==> src/rtl/regs_wb_arbiter.sv <==
// regs_wb_arbiter
//
// Merges register-file write requests from the main pipeline write-back
// stage (WB) and the multi-cycle mul/div unit (MD) into one registered
// register-file write port. Each requester owns a one-entry buffer. One
// buffer is drained per cycle. WB wins by default, and a starvation counter
// forces MD through after STARVE_MAX consecutive losses.
//
// Parameters
//   STARVE_MAX  cycles a full MD buffer may lose before it is forced to win (1..15)
//
// Ports
//   clk        in   clock, all state updates on the rising edge
//   rst_n      in   asynchronous active-low reset
//   wb_valid   in   WB write request
//   wb_addr    in   WB destination register
//   wb_data    in   WB write data
//   wb_ready   out  WB buffer can accept this cycle
//   md_valid   in   MD write request
//   md_addr    in   MD destination register
//   md_data    in   MD write data
//   md_ready   out  MD buffer can accept this cycle
//   L_S        out  register-file write enable (registered)
//   Wt_addr    out  register-file write address (registered)
//   Wt_data    out  register-file write data (registered)
//   pend_mask  out  one bit per register with a buffered, not yet driven write

module regs_wb_arbiter #(
    parameter int unsigned STARVE_MAX = 3
) (
    input  logic        clk,
    input  logic        rst_n,

    input  logic        wb_valid,
    input  logic [4:0]  wb_addr,
    input  logic [31:0] wb_data,
    output logic        wb_ready,

    input  logic        md_valid,
    input  logic [4:0]  md_addr,
    input  logic [31:0] md_data,
    output logic        md_ready,

    output logic        L_S,
    output logic [4:0]  Wt_addr,
    output logic [31:0] Wt_data,
    output logic [31:0] pend_mask
);

    localparam logic [3:0] StarveMax = 4'(STARVE_MAX);

    // One-entry buffers.
    logic        wb_full_q, wb_full_d;
    logic [4:0]  wb_addr_q, wb_addr_d;
    logic [31:0] wb_data_q, wb_data_d;

    logic        md_full_q, md_full_d;
    logic [4:0]  md_addr_q, md_addr_d;
    logic [31:0] md_data_q, md_data_d;

    logic [3:0]  starve_q, starve_d;

    // Registered write port.
    logic        ls_q, ls_d;
    logic [4:0]  wt_addr_q, wt_addr_d;
    logic [31:0] wt_data_q, wt_data_d;

    logic wb_grant;
    logic md_grant;
    logic wb_accept;
    logic md_accept;

    // Arbitration: WB wins unless MD has been passed over STARVE_MAX times
    // in a row.
    always_comb begin
        wb_grant = wb_full_q && !(md_full_q && (starve_q == StarveMax));
        md_grant = md_full_q && !wb_grant;
    end

    // Ready also covers a buffer being drained this cycle, so a buffer can
    // take a new entry on every edge.
    always_comb begin
        wb_ready  = !wb_full_q || wb_grant;
        md_ready  = !md_full_q || md_grant;
        wb_accept = wb_valid && wb_ready;
        md_accept = md_valid && md_ready;
    end

    // Buffer next state. A refill on the drain edge takes priority over the clear.
    always_comb begin
        wb_full_d = wb_full_q && !wb_grant;
        wb_addr_d = wb_addr_q;
        wb_data_d = wb_data_q;
        if (wb_accept) begin
            wb_full_d = 1'b1;
            wb_addr_d = wb_addr;
            wb_data_d = wb_data;
        end

        md_full_d = md_full_q && !md_grant;
        md_addr_d = md_addr_q;
        md_data_d = md_data_q;
        if (md_accept) begin
            md_full_d = 1'b1;
            md_addr_d = md_addr;
            md_data_d = md_data;
        end
    end

    // Starvation counter. It counts only while MD waits behind WB.
    always_comb begin
        starve_d = starve_q;
        if (!md_full_q || md_grant) begin
            starve_d = 4'd0;
        end else if (starve_q < StarveMax) begin
            starve_d = starve_q + 4'd1;
        end
    end

    // Write port. Address and data hold when nothing drains. Writes to r0
    // drain without raising the enable.
    always_comb begin
        ls_d      = 1'b0;
        wt_addr_d = wt_addr_q;
        wt_data_d = wt_data_q;
        if (wb_grant) begin
            ls_d      = (wb_addr_q != 5'd0);
            wt_addr_d = wb_addr_q;
            wt_data_d = wb_data_q;
        end else if (md_grant) begin
            ls_d      = (md_addr_q != 5'd0);
            wt_addr_d = md_addr_q;
            wt_data_d = md_data_q;
        end
    end

    // Pending mask from the buffer contents. r0 never shows as pending.
    always_comb begin
        pend_mask = 32'd0;
        if (wb_full_q) begin
            pend_mask[wb_addr_q] = 1'b1;
        end
        if (md_full_q) begin
            pend_mask[md_addr_q] = 1'b1;
        end
        pend_mask[0] = 1'b0;
    end

    always_ff @(posedge clk or negedge rst_n) begin
        if (!rst_n) begin
            wb_full_q <= 1'b0;
            wb_addr_q <= 5'd0;
            wb_data_q <= 32'd0;
            md_full_q <= 1'b0;
            md_addr_q <= 5'd0;
            md_data_q <= 32'd0;
            starve_q  <= 4'd0;
            ls_q      <= 1'b0;
            wt_addr_q <= 5'd0;
            wt_data_q <= 32'd0;
        end else begin
            wb_full_q <= wb_full_d;
            wb_addr_q <= wb_addr_d;
            wb_data_q <= wb_data_d;
            md_full_q <= md_full_d;
            md_addr_q <= md_addr_d;
            md_data_q <= md_data_d;
            starve_q  <= starve_d;
            ls_q      <= ls_d;
            wt_addr_q <= wt_addr_d;
            wt_data_q <= wt_data_d;
        end
    end

    assign L_S     = ls_q;
    assign Wt_addr = wt_addr_q;
    assign Wt_data = wt_data_q;

endmodule

==> config.mk <==
export PLATFORM = sky130hd
export DESIGN_NAME = regs_wb_arbiter
export DESIGN_NICKNAME = d
export VERILOG_FILES = /design/src/rtl/regs_wb_arbiter.sv
export SDC_FILE = /design/constraint.sdc
export NUM_CORES = 1
export LEC_CHECK = 0
export ABC_AREA = 1
export BUFFER_PORTS_ARGS = -buffer_cell sky130_fd_sc_hd__buf_2
export CORE_ASPECT_RATIO = 1.4
export CORE_MARGIN = 5
export CORE_UTILIZATION = 45
export DETAILED_ROUTE_END_ITERATION = 8
export PLACE_DENSITY = 0.72
export SLEW_MARGIN = 10
export SYNTH_ARGS = -nofsm -noshare
export SYNTH_HDL_FRONTEND = slang
export SYNTH_SLANG_ARGS = --single-unit
==> constraint.sdc <==
create_clock -name clk -period 1.5 [get_ports clk]
set_clock_uncertainty 0.1 [all_clocks]
set_input_delay 0.3 -clock clk [delete_from_list [all_inputs] [get_ports clk]]
set_output_delay 0.3 -clock clk [all_outputs]
set_load 0.01 [all_outputs]
==> impl_metrics.toml <==
[outcome]
status = "complete, but fails checks"
violations = "negative setup slack"

[placed_design]
dp_slack_ps = -163
place_hpwl_um = 12000
dp_cells = 1056
place.gp.congestion = 0.904
port_buffers = 148

[finish]
seqCellArea_um2 = 2960
multi_input_comb_area_um2 = 3880
fin_util = 0.820
fillers = 641
drive_gt1_frac = 0.614
area_delta_synth_final_pct = 80.5
fin_cells = 1161
nNetsFinal = 1073

[power_and_ir_drop]
power_leakage_nw = 5.33
finalPower_mw = 11.2
irDropWorstVdd_v = 0.000970
pwr_density_cell_nw_per_um2 = 1080

[clock_tree]
path_clk_slew_ps = 60
cts_buffer_depth = 2
root_buffer = "clkbuf_16"
h-tree-depth = 4
cts_tree = "done"
cts_made_buffers = 17
insertion_delay_ps = 430
cts.sinks = 118

[worst_setup_path]
cp_data_arrival_time_ps = 1660
startpoint_type = "register"
r2r_cells = 12
worstPathMaxFanout = 5
crit_required_ps = 1100
end_kind = "output port"
worstSetupPathType = "reg2out"

[sta]
relSlewSlack = 0.379
final_max_slew_viol_count = 0
fin_hold_ws_ps = 2.23
fmax_mhz = 485
min_period_over_period = 1.37
period_minus_slack_ps = 2060
finalSetupViolCount = 147
worst_slew_pin_slew_ps = 931
hold_viol_final = 0
fin_ws_ps = -561
rsz0062_at_grt = "yes"

[routing]
routedWlPerCell_um = 25.0
first_pass_iters = 5
viasPerCell = 6.12
postRouteAntennaNets = 0
postRouteWirelength_um = 29000
drtIter0Drc = 679
vias = 7100
drc = 0

[global_routing]
antenna_found_initial = 1
grt_max_degree = 34
grt_pass1_wl_um = 37300
grt_pass1_vias = 6883
grt_use_total = 0.324
grt-ovfl-total = 0

[synth]
ys_ff_latch = 118
yosys-top-cells-area = "dfrtp_1, nand2_1, nand3_1"
yosysMostFrequentCell = "nand2_1"
ys.flop_type = "dfrtp_1"
ys_seq_area_frac = 0.512
syn_area_per_cell_um2 = 7.81
synth_cell_type_count = 22
yosysTopAreaCell = "dfrtp_1"
synthDominantCellAreaShare = 0.512
synthTopCellsByCount = "nand2_1, nand3_1, dfrtp_1"
yosys_warnings = 0
synth_edf_count = 0
synthesis.area_um2 = 5770
netlist_instances = 738
synth_nets = 817
async_flop_share = 1.00

[floorplanning]
pin_count = 150
dieHeight_um = 144
die_w_um = 106
die_area_um2 = 15200
rows = 49
core_um2 = 12700
start_util = 0.454

[min_path]
holdPathStages = 3
hold_path_class = "in2reg"

[flow_run]
cap_violations = 0
through the flow:
step                      TNS (ps)  area, µm²
after floorplan                  0       5770
after global placement       -4720       6970
after detailed placement    -11640       6970
after CTS                   -40430       9540
after global routing        -70990      10400
final                       -65080      10400
state kept, by name, indices dropped and copies added, names as in the netlist, 4 cells and up:
name / cells
md_data_q: 32
md_addr_q: 5
wb_addr_q: 5
starve_q: 4
Wt_data: 32
wb_data_q: 32
Wt_addr: 5
placed cells by master (no fill, tap or decap), types with 5 or more instances in the layout:
cell,netlist,layout
buf_12,1,31
buf_16,0,12
buf_2,14,145
buf_4,8,41
buf_6,6,31
buf_8,0,9
clkbuf_16,0,21
dfrtp_1,118,112
dfrtp_2,0,6
inv_1,49,39
inv_2,2,10
nand2_1,265,118
nand2_2,1,104
nand2_4,3,44
nand2_8,0,10
nand3_1,149,52
nand3_2,11,86
nand3_4,0,22
nor2_1,45,28
nor2_2,0,14
nor2_4,2,5
o21ai_0,34,15
o21ai_1,0,16
critical path, cell delays in order (launching register included):
cell	delay, ps
dfrtp_1	430
inv_2	110
nor3_1	250
buf_4	180
nand2_1	50
o21ai_0	60
buf_2	150
where the power goes:
| part | internal [mW] | total (mW) | switching, mW |
|---|---|---|---|
| clock network | 2.65 | 4.28 | 1.63 |
| registers | 3.59 | 4.01 | 0.424 |
| logic | 1.26 | 2.92 | 1.66 |
| total | 7.50 | 11.2 | 3.71 |
cell families (layout without fill, tap and decap cells):
logic type                 Yosys count  count (layout)  synth area share
adders and majority gates            1               1           0.00217
buffers and inverters               95             357            0.0807
other                                1               2          0.000650
DFF                                118             118             0.512
and+or+nand+nor                    489             496             0.375
AOI/OAI and AO/OA                   34              34            0.0295
final cells by class:
| class | instances | share of cell area |
|---|---|---|
| flip-flops and latches | 118 | 0.284 |
| clock inverters | 12 | 0.0145 |
| diodes | 1 | 0.000240 |
| repair buffers | 274 | 0.248 |
| multi-input cells | 532 | 0.373 |
| inverters | 51 | 0.0189 |
| well taps | 153 | 0.0184 |
| clock buffers | 20 | 0.0429 |
routing by layer:
metal / part of all wire / GRT usage
met1: 0.32 / 0.345
met2: 0.49 / 0.561
met3: 0.088 / 0.0746
met4: 0.10 / 0.241
met5: 0 / 0
final timing paths:
kind,slack [ps],from,to
min,2,wb_data[7],wb_data_q[7]
min in group asynchronous,240,rst_n,wb_data_q[2]
max in group asynchronous,540,rst_n,md_addr_q[0]
max reg2reg,-520,starve_q[0],md_data_q[18]
min reg2reg,380,wb_data_q[9],wb_data_q[9]
max,-560,wb_addr_q[4],pend_mask[21]
timing repair:
action,in CTS,in global routing
setup buffers,43,16
pin swaps,59,61
gates resized for setup,244,253
setup endpoints to repair,145,147
endpoints found under the hold margin,49,0
hold buffers,1,0
cloned,27,5
Note: power is estimated with default switching activity, not from simulation.
